File: src/rtl/fetch_ifid.sv
// Instruction fetch stage and IF/ID pipeline register: PC, I-cache request, stall/flush/HALT handling.
// Optional FETCH_STATS_EN macro adds fetch_count/stall_count performance counters.
module fetch_ifid #(
   parameter logic [31:0] PC_INIT = 32'h0000_0000,
   parameter logic [5:0]  HALT_OP = 6'h3F
) (
   input  logic        CLK,
   input  logic        RST,
   input  logic        ihit,
   input  logic [31:0] imemload,
   output logic        imemREN,
   output logic [31:0] imemaddr,
   input  logic        stall_IFID,
   input  logic        flush_IFID,
   input  logic [31:0] redirect_pc,
   output logic [31:0] instr_out,
   output logic [31:0] npc_out,
   output logic        valid_out,
`ifdef FETCH_STATS_EN
   output logic        halted,
   output logic [31:0] fetch_count,
   output logic [31:0] stall_count
`else
   output logic        halted
`endif
);

   typedef enum logic {RUN, HALT} state_t;

   state_t      state, state_n;
   logic [31:0] pc, pc_n, pc_inc;
   logic [31:0] instr_n, npc_n;
   logic        valid_n;

   assign pc_inc   = pc + 32'd4;
   assign imemaddr = pc;
   assign imemREN  = (state == RUN);
   assign halted   = (state == HALT);

   always_comb begin
      state_n = state;
      pc_n    = pc;
      instr_n = instr_out;
      npc_n   = npc_out;
      valid_n = valid_out;
      if (flush_IFID) begin
         // Redirect abandons any outstanding miss; npc_out is left as-is.
         state_n = RUN;
         pc_n    = redirect_pc;
         instr_n = 32'd0;
         valid_n = 1'b0;
      end else if (stall_IFID) begin
         // hold everything
      end else if (state == RUN) begin
         if (ihit) begin
            instr_n = imemload;
            npc_n   = pc_inc;
            valid_n = 1'b1;
            // HALT word goes to decode, but the PC parks on it.
            if (imemload[31:26] == HALT_OP) state_n = HALT;
            else                            pc_n    = pc_inc;
         end else begin
            instr_n = 32'd0;
            valid_n = 1'b0;
         end
      end else begin
         instr_n = 32'd0;
         valid_n = 1'b0;
      end
   end

   always_ff @(posedge CLK) begin
      if (RST) begin
         state     <= RUN;
         pc        <= PC_INIT;
         instr_out <= 32'd0;
         npc_out   <= 32'd0;
         valid_out <= 1'b0;
      end else begin
         state     <= state_n;
         pc        <= pc_n;
         instr_out <= instr_n;
         npc_out   <= npc_n;
         valid_out <= valid_n;
      end
   end

`ifdef FETCH_STATS_EN
   always_ff @(posedge CLK) begin
      if (RST) begin
         fetch_count <= 32'd0;
         stall_count <= 32'd0;
      end else begin
         if (valid_n && !flush_IFID && !stall_IFID && state == RUN)
            fetch_count <= fetch_count + 32'd1;
         if (state == RUN && !flush_IFID && (stall_IFID || !ihit))
            stall_count <= stall_count + 32'd1;
      end
   end
`endif

endmodule

File: config.mk
export PLATFORM = sky130hd
export DESIGN_NAME = fetch_ifid
export DESIGN_NICKNAME = d
export VERILOG_FILES = /design/src/rtl/fetch_ifid.sv
export SDC_FILE = /design/constraint.sdc
export NUM_CORES = 1
export LEC_CHECK = 0
export ABC_AREA = 0
export CAP_MARGIN = 20
export CORE_ASPECT_RATIO = 1.4
export CORE_MARGIN = 10
export CORE_UTILIZATION = 44
export CTS_CLUSTER_SIZE = 30
export DETAILED_ROUTE_END_ITERATION = 12
export HOLD_SLACK_MARGIN = 0.1
export PLACE_DENSITY = 0.89
export SLEW_MARGIN = 20
export SYNTH_ARGS = -nofsm -noshare
export SYNTH_HDL_FRONTEND = slang
export SYNTH_SLANG_ARGS = --single-unit
File: constraint.sdc
create_clock -name CLK -period 2.3 [get_ports CLK]
set_clock_uncertainty 0.15 [all_clocks]
set_input_delay 0.23 -clock CLK [delete_from_list [all_inputs] [get_ports CLK]]
set_output_delay 0.23 -clock CLK [all_outputs]
set_load 0.02 [all_outputs]
==> flow_metrics.py, run 1 <==
metrics = {
    "die": {
        "fp.dieW_um": 103.2,
        "io_pins": 168,
        "fp.dieArea_um2": 14090,
        "core_um2": 9459,
        "num_rows": 42,
        "start_util_pct": 45.09,
        "die_height_um": 136.5,
    },
    "synthesis": {
        "synth_area_um2": 4265,
        "synth_top_area_share_pct": 46.00,
        "synth_common_cells": "dfxtp_1 (98), nor2_1 (64), nand2_1 (35)",
        "synthArstFlopShare_pct": 0,
        "synth_cell_types": 49,
        "syn_inst": 484,
        "synth_flop_cell": "dfxtp_1",
        "synth_edf_count": 0,
        "yosys.cell_count.top_type": "dfxtp_1",
        "ys_top_cells_by_area": "dfxtp_1 (46%), a22oi_1 (5.6%), nor2_1 (5.6%), xor2_1 (4.1%), a21oi_1 (3.9%)",
        "syn_nets": 554,
        "yosys_warnings": 0,
        "synth_top_area_cell": "dfxtp_1",
        "syn_avg_cell_area_um2": 8.813,
        "synth-seq-cells": 98,
        "ys_seq_area_share_pct": 46.00,
    },
    "clock_network": {
        "ctsHoldBuffers": 0,
        "clock_latency_ns": 0.34,
        "cts_sinks": 98,
        "post_cts_buffers": 0,
        "cts_tree": "built",
        "clkTransAtPathRegs_ns": 0.07,
        "numCtsBuffers": 9,
        "ctsResizeCount": 0,
        "clock_path_buffers": 2,
        "cts_root_buf": "clkbuf_16",
        "cts_max_level": 3,
    },
    "drt": {
        "routed_wirelength_um": 14840,
        "vias": 4379,
        "final_antenna_net_count": 0,
        "drt_pass1_iterations": 5,
        "post-route-drc-count": 0,
        "vias_per_cell": 5.709,
        "drtIter0Drc": 293,
        "wire_per_inst_um": 19.35,
    },
    "final_layout": {
        "drive_gt1_share_pct": 8.676,
        "n_antenna_cell": 0,
        "fillers": 727,
        "nets": 723,
        "syn2layout_area_growth_pct": 51.10,
        "final_util_pct": 68.13,
    },
    "setup_path": {
        "r2r_end": "imemaddr[20]",
        "crit_end": "imemaddr[20]",
        "slowest_stage": "nor3_2",
        "crit_arrival_ns": 2.20,
        "startpoint": "imemaddr[3]",
        "endpoint_kind": "register",
        "path_cells": "ha_1 > nand3_2 > nor3_2 > buf_4 > nand4_1 > xor2_1 > o22ai_1",
        "cp_max_fo": 7,
        "critPathMaxStageDelay_ns": 0.37,
        "reg2regPathDepth": 7,
        "r2r-start": "imemaddr[3]",
        "r2r_slack_ns": 0.17,
        "cp-start-kind": "register",
        "required_ns": 2.37,
        "path_class": "reg2reg",
    },
    "hold_path": {
        "hp-class": "reg2reg",
    },
    "power": {
        "p_leak_nw": 2.282,
        "power_density_nw_per_um2": 624.9,
        "finalPower_mw": 4.028,
        "ir_drop_mv": 0.4193,
    },
    "global_route": {
        "grt_pass1_wl_um": 23200,
        "antenna_found_initial": 0,
        "grt_use_total_pct": 20.85,
        "grt_pass1_vias": 4621,
        "grt_overflow": 0,
        "grt_max_degree": 35,
    },
    "timing": {
        "slew_violations": 0,
        "hold_viol": 0,
        "relSlewSlack_pct": 62.06,
        "worst_slew_pin_slew_ns": 0.5653,
        "finalCritPeriodShare_pct": 92.61,
        "fmax_mhz": 469.5,
        "hold_slack_ns": 0.3111,
        "fin_tns_setup_ns": 0,
        "rsz0062_at_grt": "no",
        "setup_viol": 0,
        "min_period_ns": 2.130,
    },
    "job": {
        "drv_cap": 0,
    },
    "placement": {
        "hpwl_um": 11520,
        "io_buffers": 167,
        "gp_congestion": 0.9329,
    },
    "status": {
        "outcome": "completed",
    },
}
==> flip-flops by register name, indices dropped and copies added, names as in the netlist <==
name       count
valid_out      1
npc_out       32
imemaddr      32
halted         1
instr_out     32
==> cells by family (layout without fill, tap and decap cells) <==
| family | count (synthesis) | in the layout | synth area share, % |
|---|---|---|---|
| AOI/OAI and AO/OA | 147 | 147 | 22.18 |
| xor gates and xnor gates | 34 | 34 | 6.982 |
| adders and majority gates | 1 | 1 | 0.2933 |
| buffers and inverters | 46 | 219 | 4.517 |
| DFF | 98 | 98 | 46.00 |
| muxes | 4 | 4 | 0.9387 |
| and+or+nand+nor | 154 | 154 | 19.10 |
==> critical path, delay by kind of cell (launching register included) <==
| family | cells | cell delay [ns] |
|---|---|---|
| buffers and inverters | 1 | 0.22 |
| AOI/OAI and AO/OA | 1 | 0.12 |
| and+or+nand+nor | 3 | 0.70 |
| adders and majority gates | 1 | 0.25 |
| xor gates and xnor gates | 1 | 0.23 |
| DFF | 1 | 0.34 |
==> report_power, final <==
group	internal, mW	total, mW	switching [mW]	leakage (nW)
combinational	0.343	0.683	0.340	1.34
sequential	1.77	1.84	0.0705	0.801
clock	0.869	1.50	0.634	0.142
total	2.98	4.03	1.04	2.28
==> per-stage QoR <==
stage / setup slack [ns] / instances / instance area (um^2)
5_1_grt: 0.02773 / 767 / 6445
4_1_cts: 0.2003 / 767 / 6445
3_5_place_dp: 0.1575 / 752 / 6151
2_1_floorplan: 0.1750 / 484 / 4265
6_report: 0.1700 / 767 / 6445
3_3_place_gp: 0.2228 / 752 / 6151
==> placed cells by master (no fill, tap or decap), drive strengths merged, types with 5 or more instances in the layout <==
cell type        n
a211oi          12
a21oi           33
a22oi           32
a31oi           12
and2             9
buf             28
clkbuf          11
clkdlybuf4s50  167
dfxtp           98
inv             10
nand2           35
nand3           14
nand4           10
nor2            64
nor3             7
nor4             5
o211ai           6
o21ai           28
o22ai           11
o311ai           5
xnor2           14
xor2            20
==> layer usage <==
metal,up-vias,part of all wire [%],track usage (%)
li1,2074,-,-
met4,0,1.8,7.132
met5,-,0,0
met3,22,12,10.40
met2,210,51,36.56
met1,2073,35,20.64
==> how the worst min path moves through the flow <==
stage,to,slack [ns],cells after the start,from
3_5_place_dp,npc_out[1],0.30,2,npc_out[1]
2_1_floorplan,imemaddr[23],0.19,2,redirect_pc[23]
4_1_cts,npc_out[1],0.31,2,npc_out[1]
6_report,npc_out[1],0.31,2,npc_out[1]
3_3_place_gp,npc_out[1],0.29,2,npc_out[1]
5_1_grt,imemaddr[2],0.33,3,redirect_pc[2]
==> layout make-up <==
| cell class | instances | area [um^2] | area share [%] |
|---|---|---|---|
| multi-input cells | 340 | 2111 | 32.75 |
| flip-flops and latches | 98 | 1962 | 30.44 |
| repair buffers | 195 | 1907 | 29.59 |
| clock buffers | 11 | 242.7 | 3.766 |
| well taps | 110 | 137.6 | 2.136 |
| clock inverters | 4 | 51.30 | 0.7960 |
| inverters | 9 | 33.78 | 0.5242 |
(Power assumes the default switching activity.)
==> inputs of run 2 (changes only) <==
CAP_MARGIN = 0   (was 20)
==> results of run 2 <==
Final layout, timing and power as in run 1 (identical DEF).
==> inputs of run 3 (changes only) <==
CAP_MARGIN = unset   (was 0)
CORE_ASPECT_RATIO = 1.25   (was 1.4)
CORE_UTILIZATION = 35   (was 44)
PLACE_DENSITY = 0.75   (was 0.89)
==> run 3 against run 2 <==
Compared with the run above: non-clock buffer count down 3; final area up 0.78%; fmax down 1.4%; flip-flop and latch count unchanged; highest routed layer unchanged.
==> flow_metrics.py, run 3 (synthesized netlist as in run 1, its figures left out) <==
metrics = {
    "drt": {
        "routed_wirelength_um": 15170,
        "wire_per_inst_um": 18.53,
        "drt_pass1_iterations": 5,
        "drtIter0Drc": 242,
        "final_antenna_net_count": 0,
        "vias_per_cell": 5.317,
        "post-route-drc-count": 0,
        "vias": 4355,
    },
    "die": {
        "num_rows": 45,
        "fp.dieArea_um2": 17030,
        "fp.dieW_um": 118.7,
        "die_height_um": 143.4,
        "core_um2": 12050,
        "io_pins": 168,
        "start_util_pct": 35.40,
    },
    "final_layout": {
        "drive_gt1_share_pct": 8.244,
        "final_common_cell": "clkdlybuf4s50_1",
        "final_util_pct": 53.90,
        "nets": 720,
        "final_cell_mix": "clkdlybuf4s50_1 (167), dfxtp_1 (98), nor2_1 (64), nand2_1 (35), a21oi_1 (33)",
        "fillers": 1106,
        "n_antenna_cell": 0,
        "syn2layout_area_growth_pct": 52.27,
    },
    "global_route": {
        "grt_pass1_wl_um": 23860,
        "grt_pass1_vias": 4625,
        "grt_use_total_pct": 17.40,
        "grt_max_degree": 47,
        "antenna_found_initial": 0,
        "grt_overflow": 0,
    },
    "setup_path": {
        "reg2regPathDepth": 5,
        "path_class": "reg2reg",
        "r2r_end": "imemaddr[29]",
        "crit_arrival_ns": 2.27,
        "endpoint_kind": "register",
        "cp_max_fo": 6,
        "r2r-start": "imemaddr[19]",
        "cp-start-kind": "register",
        "r2r_slack_ns": 0.14,
        "required_ns": 2.41,
    },
    "timing": {
        "setup_ws_ns": 0.1408,
        "hold_viol": 0,
        "slew_violations": 0,
        "min_period_ns": 2.159,
        "finalCritPeriodShare_pct": 93.88,
        "fin_tns_setup_ns": 0,
        "relSlewSlack_pct": 65.41,
        "rsz0062_at_grt": "no",
        "hold_slack_ns": 0.3175,
        "setup_viol": 0,
        "fmax_mhz": 463.1,
        "worst_slew_pin_slew_ns": 0.5170,
    },
    "job": {
        "drv_cap": 0,
    },
    "clock_network": {
        "clkTransAtPathRegs_ns": 0.07,
        "clock_latency_ns": 0.34,
        "cts_root_buf": "clkbuf_16",
        "cts_max_level": 3,
        "ctsHoldBuffers": 0,
        "cts_sinks": 98,
        "numCtsBuffers": 9,
        "post_cts_buffers": 0,
        "cts_tree": "built",
        "clock_path_buffers": 2,
        "ctsResizeCount": 0,
    },
    "power": {
        "ir_drop_mv": 0.5175,
        "finalPower_mw": 4.055,
        "power_density_nw_per_um2": 624.3,
        "p_leak_nw": 2.282,
    },
    "placement": {
        "hpwl_um": 11350,
        "gp_congestion": 0.8443,
        "dp_slack_ns": 0.1770,
        "io_buffers": 167,
    },
    "hold_path": {
        "hold-path-cell-count": 2,
        "hp-class": "reg2reg",
        "min_from": "npc_out[1]",
        "hold-path-endpoint": "npc_out[1]",
    },
    "status": {
        "outcome": "completed",
    },
}
## run 3: cell types whose count changed in the layout (fill, tap and decap cells not counted), sizes merged
cell / change
buf: -3
clkbuf: +2
clkinvlp: -1
## run 3: final cells by class
class / count / area [um^2] / area share (%)
clock buffer: 13 / 250.2 / 3.853
clock inverter: 3 / 47.55 / 0.7320
inverter: 9 / 33.78 / 0.5201
multi-input combinational: 340 / 2125 / 32.71
sequential: 98 / 1962 / 30.21
tap: 164 / 205.2 / 3.159
timing repair buffer: 192 / 1872 / 28.82
## run 3: metrics by stage
step | instance area [um^2] | std cells
after global placement | 6183 | 803
after floorplan | 4265 | 484
final | 6495 | 819
after global routing | 6495 | 819
after detailed placement | 6183 | 803
after CTS | 6481 | 819
## run 3: worst max-delay path, cell delays in order (launching register included)
cell	delay, ns
dfxtp_1	0.47
nand4_1	0.28
nor4_2	0.52
nand4_1	0.25
o31a_1	0.29
a21oi_1	0.12
## run 3: worst max-delay path by stage
stage	startpoint	cells after the start	slack [ns]	to
2_1_floorplan	imemaddr[2]	6	0.17	imemaddr[22]
3_3_place_gp	stall_IFID	6	0.23	imemaddr[23]
3_5_place_dp	stall_IFID	5	0.18	npc_out[18]
4_1_cts	imemaddr[14]	5	0.17	imemaddr[29]
5_1_grt	imemaddr[19]	5	0.005	imemaddr[29]
6_report	imemaddr[19]	5	0.14	imemaddr[29]
## run 3: report_power, final
part	leakage, nW	internal [mW]	switching, mW
logic	1.34	0.340	0.342
registers	0.801	1.77	0.0685
clock network	0.144	0.882	0.652
## run 3: routing by layer
layer	track usage (%)	wire, um	vias to the layer above	part of all wire (%)
met3	9.027	1838	17	12
met5	0	0	-	0
met1	18.01	5823	2064	38
met4	6.504	239	0	1.6
li1	-	-	2076	-
met2	29.50	7272	198	48
==> RTL edit 1, RTL diff (flow settings as in run 1) <==
Add a define of `FETCH_STATS_EN`.
--- a/src/rtl/fetch_ifid.sv
+++ b/src/rtl/fetch_ifid.sv
@@ -1,5 +1,7 @@
 // Instruction fetch stage and IF/ID pipeline register: PC, I-cache request, stall/flush/HALT handling.
 // Optional FETCH_STATS_EN macro adds fetch_count/stall_count performance counters.
+`define FETCH_STATS_EN
+
 module fetch_ifid #(
    parameter logic [31:0] PC_INIT = 32'h0000_0000,
    parameter logic [5:0]  HALT_OP = 6'h3F
Function (old outputs only; new: fetch_count and stall_count): kept (equiv_simple and equiv_induct, registers matched by name and starting in step).
==> RTL edit 1 against run 1 <==
- sequential cell count increased by 64
- design area grew 63%
- hold slack got worse by 0.093 ns
- synthesized area is 68% higher
- worst setup slack worse by 0.028 ns
- routed wire length rose by 53%
- total power increased by 64%
==> RTL edit 1: results (changes against run 1) <==
power_switching_share_pct: 25.8  # -0.13 points
outcome: "finished clean"
nonClockInverterCount: 15  # +6
fillers: 1302  # +79%
ys_warn_count: 0  # unchanged
clock_area_share_pct: 5.78  # +1.2 points
routed_via_density: 5.52  # -3.3%
final_cell_area_sq_um: 10500  # +63%
place_hpwl_um: 16900  # +46%
first_pass_iters: 7  # +2
cp_slowest_stage_delay_ns: 0.48  # +0.11 ns
seq_cells: 162  # +65%
multi_input_area_share_pct: 34.7  # +2.0 points
yosys-top-cells-area: "dfxtp_1 (45%), nor2_1 (6.4%), xor2_1 (6.2%), xnor2_1 (5.3%), a22oi_1 (3.4%)"
wl_per_cell_um: 17.9  # -7.5%
yosys.cell_types.count: 45  # -8.2%
synth_compound_area_share_pct: 13.4  # -8.8 points
cp.arrival_ns: 2.37  # +0.17 ns
synth_fa_ha_area_share_pct: 0.524  # +0.23 points
rr_startpoint: "imemaddr[6]"
rrSetupSlack_ns: 0.14  # -0.03 ns
grt_pass1_wl_um: 35900  # +55%
cts_setup_buffers: 0  # unchanged
cts-htree-levels: 4  # +1
min_period_ns: 2.16  # +0.0282 ns
drive_gt1_share_pct: 9.43  # +0.75 points
dpl_worst_slack_ns: -0.0670  # -0.225 ns
yosysSeqAreaShare_pct: 45.3  # -0.71 points
vdd_drop_max_mv: 0.418  # -0.29%
p_leak_nw: 3.63  # +59%
cp_slowest_cell: "or4_1"
gp_congestion: 0.865  # -7.3%
seq_area_sq_um: 3240  # +65%
multi_input_cells: 588  # +73%
track_usage_pct: 20.1  # -0.72 points
drtIter0Drc: 540  # +84%
synth_mux_area_share_pct: 0.280  # -0.66 points
numCtsBuffers: 17  # +8
synth_nets: 891  # +61%
numPortBuffers: 231  # +38%
dp.cells: 1237  # +64%
signal_buffer_area_fraction_pct: 25.6  # -4.0 points
synth_area_per_cell_sq_um: 8.74  # -0.77%
dpl-instance-area_sq_um: 9860  # +60%
synth-xor-area-share_pct: 11.5  # +4.5 points
reg2reg_to: "imemaddr[28]"
clock_buffers: 18  # +7
core_area_sq_um: 16100  # +70%
r2r_cells: 5  # -2
hp-class: "in -> reg"
relSlewSlack_pct: 31.6  # -30 points
postRouteWirelength_um: 22700  # +53%
nets: 1130  # +56%
grt_max_degree: 95  # +170%
synth_common_cells: "dfxtp_1 (162), nor2_1 (122), nand2_1 (54)"
n_all_buffers: 274  # +41%
crit_path_max_fanout: 6  # -1
insertion_delay_ns: 0.42  # +0.08 ns
==> RTL edit 1: cell count changes after synthesis, sizes merged, moves of 5 or more <==
| cell | run 1 | this run |
|---|---|---|
| dfxtp | 98 | 162 |
| inv | 9 | 15 |
| xor2 | 20 | 51 |
| buf | 5 | 17 |
| and3 | 3 | 10 |
| nand4 | 10 | 30 |
| nor2 | 64 | 122 |
| and4 | 1 | 13 |
| nand2 | 35 | 54 |
| nor3 | 7 | 26 |
| or3 | 1 | 10 |
| clkbuf | 32 | 37 |
| xnor2 | 14 | 43 |
| nand3 | 14 | 44 |
==> RTL edit 1: metal layers <==
metal	share of wire (%)	track usage (%)
met1	38	21.6
met2	51	35.0
met3	8.2	7.31
met4	3.6	7.95
met5	0	0
==> RTL edit 1: timing repair <==
item | CTS | global route
hold buffers | 1 | 0
setup endpoints to repair | 0 | 1
resized for setup | 0 | 1
endpoints found under the hold margin | 3 | 0
==> RTL edit 1: power groups by stage <==
stage	logic, mW	clock network (mW)	registers, mW
floorplan	0.247	0	3.11
global placement	0.713	0	3.02
detailed placement	0.722	0	3.03
CTS	0.728	2.99	2.97
global route	0.774	3.10	2.98
finish	0.725	2.93	2.97
==> RTL edit 1: worst min path at each step <==
stage / from / to / slack, ns / cells past startpoint
final: redirect_pc[21] / imemaddr[21] / 0.22 / 3
after global routing: redirect_pc[23] / imemaddr[23] / 0.23 / 3
after CTS: redirect_pc[21] / imemaddr[21] / 0.20 / 3
after detailed placement: npc_out[0] / npc_out[0] / 0.31 / 2
after global placement: npc_out[0] / npc_out[0] / 0.30 / 2
after floorplan: redirect_pc[23] / imemaddr[23] / 0.19 / 2
==> RTL edit 1: worst max-delay path, delay by kind of cell, from the launching register on <==
family | cells | cell delay, ns
and+or+nand+nor | 5 | 1.50
DFF | 1 | 0.45
==> RTL edit 2, RTL diff (settings of run 1) <==
Without the edit above. `instr_out` no longer has a reset.
--- a/src/rtl/fetch_ifid.sv
+++ b/src/rtl/fetch_ifid.sv
@@ -73,16 +73,18 @@
       if (RST) begin
          state     <= RUN;
          pc        <= PC_INIT;
-         instr_out <= 32'd0;
          npc_out   <= 32'd0;
          valid_out <= 1'b0;
       end else begin
          state     <= state_n;
          pc        <= pc_n;
-         instr_out <= instr_n;
          npc_out   <= npc_n;
          valid_out <= valid_n;
       end
+   end
+
+   always_ff @(posedge CLK) begin
+      instr_out <= instr_n;
    end
 
 `ifdef FETCH_STATS_EN
Formal check against the unedited RTL: not equivalent (a bounded check fails within 4 cycles, from zero or initial values and one cycle with RST high).
==> RTL edit 2 against run 1 <==
- core utilization rose by 2.7 points
- critical endpoint is now npc_out[22]
- first-iteration DRC count decreased by 1.7%
- synthesized area fell by 2.5%
- highest routed layer unchanged
- hold slack got worse by 0.0074 ns
- routed wire length is essentially flat
- design area up 0.31%
- sequential cell count is the same
- total power grew 1.5%
- die area decreased by 2.1%
- final cell count down 2.7%
- worst setup slack improved by 0.0050 ns
- sequential share of layout area decreased by 0.094 points
- global-route usage grew 0.33 points
==> RTL edit 2: results (changes against run 1) <==
postRouteWirelength_um: 14900  # about the same
wl_per_cell_um: 19.9  # +2.9%
numCtsBuffers: 9  # unchanged
grt_pass1_wl_um: 23000  # -0.68%
first_pass_iters: 5  # unchanged
cp_slowest_stage_delay_ns: 0.35  # -0.02 ns
cp.arrival_ns: 2.23  # +0.03 ns
cts_setup_buffers: 0  # unchanged
worst_pin_slew_ns: 0.713  # +0.148 ns
grt_pass1_vias: 4322  # -6.5%
nets: 704  # -2.6%
cts.path.max_buffers: 2  # unchanged
dpl_worst_slack_ns: -0.113  # -0.271 ns
crit_path_max_fanout: 5  # -2
drtIter0Drc: 288  # -1.7%
hp-class: "in -> reg"
grt_antenna_before_repair: 0  # unchanged
cts-htree-levels: 3  # unchanged
synth_nets: 525  # -5.2%
drive_gt1_share_pct: 10.2  # +1.5 points
grt_max_degree: 60  # +71%
outcome: "finished clean"
synth_common_cells: "dfxtp_1 (98), nor2_1 (34), a22o_1 (32), o21ai_0 (32), a21oi_1 (27)"
cp_slowest_cell: "dfxtp_1"
fillers: 667  # -8.3%
place_hpwl_um: 11200  # -2.4%
final-hold-violation-count: 0  # unchanged
vdd_drop_max_mv: 0.461  # +9.9%
ys.flop_type: "dfxtp_1"
clkTransAtPathRegs_ns: 0.07  # about the same
synth_cells: 455  # -6.0%
critPathTopFamily: "simple AND/OR/NAND/NOR gates"
insertion_delay_ns: 0.34  # about the same
antenna_cells: 0  # unchanged
routed_via_density: 5.71  # about the same
dp.cells: 730  # -2.9%
ctsRootBufferMaster: "clkbuf_16"
yosys.cell_types.count: 41  # -16%
track_usage_pct: 21.2  # +0.33 points
yosysSeqAreaShare_pct: 47.2  # +1.2 points
p_leak_nw: 2.36  # +3.3%
gp_congestion: 0.931  # -0.25%
numPortBuffers: 167  # unchanged
yosys-top-cells-area: "dfxtp_1 (47%), a22o_1 (6.7%), xor2_1 (4.6%), o21ai_0 (3.9%), a21oi_1 (3.2%)"
==> RTL edit 2: cell types whose count changed in the layout (fill, tap and decap cells not counted), moves of 5 or more <==
| cell | change |
|---|---|
| o21ai_0 | +5 |
| nand2_1 | -9 |
| a22o_1 | +32 |
| buf_4 | +12 |
| a21oi_1 | -6 |
| a22oi_1 | -31 |
| nor2_1 | -30 |
| nand4_1 | +5 |
==> RTL edit 2: layout make-up <==
cell class,instances,area [sq um],share of cell area (%)
Inverter,7,26.3,0.406
Multi-Input combinational cell,310,2030,31.4
Sequential cell,98,1960,30.3
Clock buffer,11,233,3.60
Timing Repair Buffer,208,2020,31.2
Clock inverter,5,63.8,0.987
Tap cell,107,134,2.07
==> RTL edit 2: timing repair <==
| item | 4_1_cts | 5_1_grt |
|---|---|---|
| hold buffers | 0 | 0 |
| endpoints found under the setup margin | 0 | 4 |
| gates resized for setup | 0 | 1 |
==> RTL edit 2: logic make-up after synthesis <==
logic type	count (synthesis)	share of synthesized area (%)
compound gates	144	23.2
xor+xnor	35	7.37
fa+ha+maj	1	0.301
buf+inv	47	4.63
flops	98	47.2
mux	5	1.20
simple gates	125	16.1
==> RTL edit 2: path summary, 6_finish.rpt <==
| kind | to | cells after the start | slack, ns | from |
|---|---|---|---|---|
| worst max-delay path | npc_out[22] | 8 | 0.18 | imemaddr[2] |
| worst min-delay path | imemaddr[2] | 3 | 0.30 | redirect_pc[2] |
| worst max register to register | npc_out[22] | 8 | 0.18 | imemaddr[2] |
| worst min register to register | instr_out[11] | 1 | 0.33 | instr_out[11] |
==> RTL edit 2: layer usage <==
| layer | global-route usage, % | vias up | share of wire [%] |
|---|---|---|---|
| li1 | - | 2025 | - |
| met1 | 22.7 | 2012 | 38 |
| met2 | 36.4 | 193 | 50 |
| met5 | 0 | - | 0 |
| met3 | 6.69 | 29 | 9.4 |
| met4 | 10.1 | 0 | 3.3 |
==> RTL edit 2: stage by stage <==
step | power [mW] | area (sq um)
3_3_place_gp | 2.60 | 6160
5_1_grt | 4.23 | 6460
2_1_floorplan | 2.20 | 4160
4_1_cts | 4.10 | 6450
3_5_place_dp | 2.62 | 6160
6_report | 4.09 | 6460
==> RTL edit 2: where the power goes <==
group | total [mW] | internal, mW | switching (mW)
sequential | 1.85 | 1.78 | 0.0696
combinational | 0.734 | 0.377 | 0.357
clock | 1.50 | 0.852 | 0.649
total | 4.09 | 3.01 | 1.08
==> RTL edit 2: worst register-to-register path, cell delays in order, from the launching register on <==
cell and delay (ns):
dfxtp_1 0.35, ha_1 0.19, nand4_1 0.16, buf_4 0.19
nor4_4 0.25, buf_4 0.20, nand4_1 0.14, xor2_1 0.19
a211oi_1 0.22
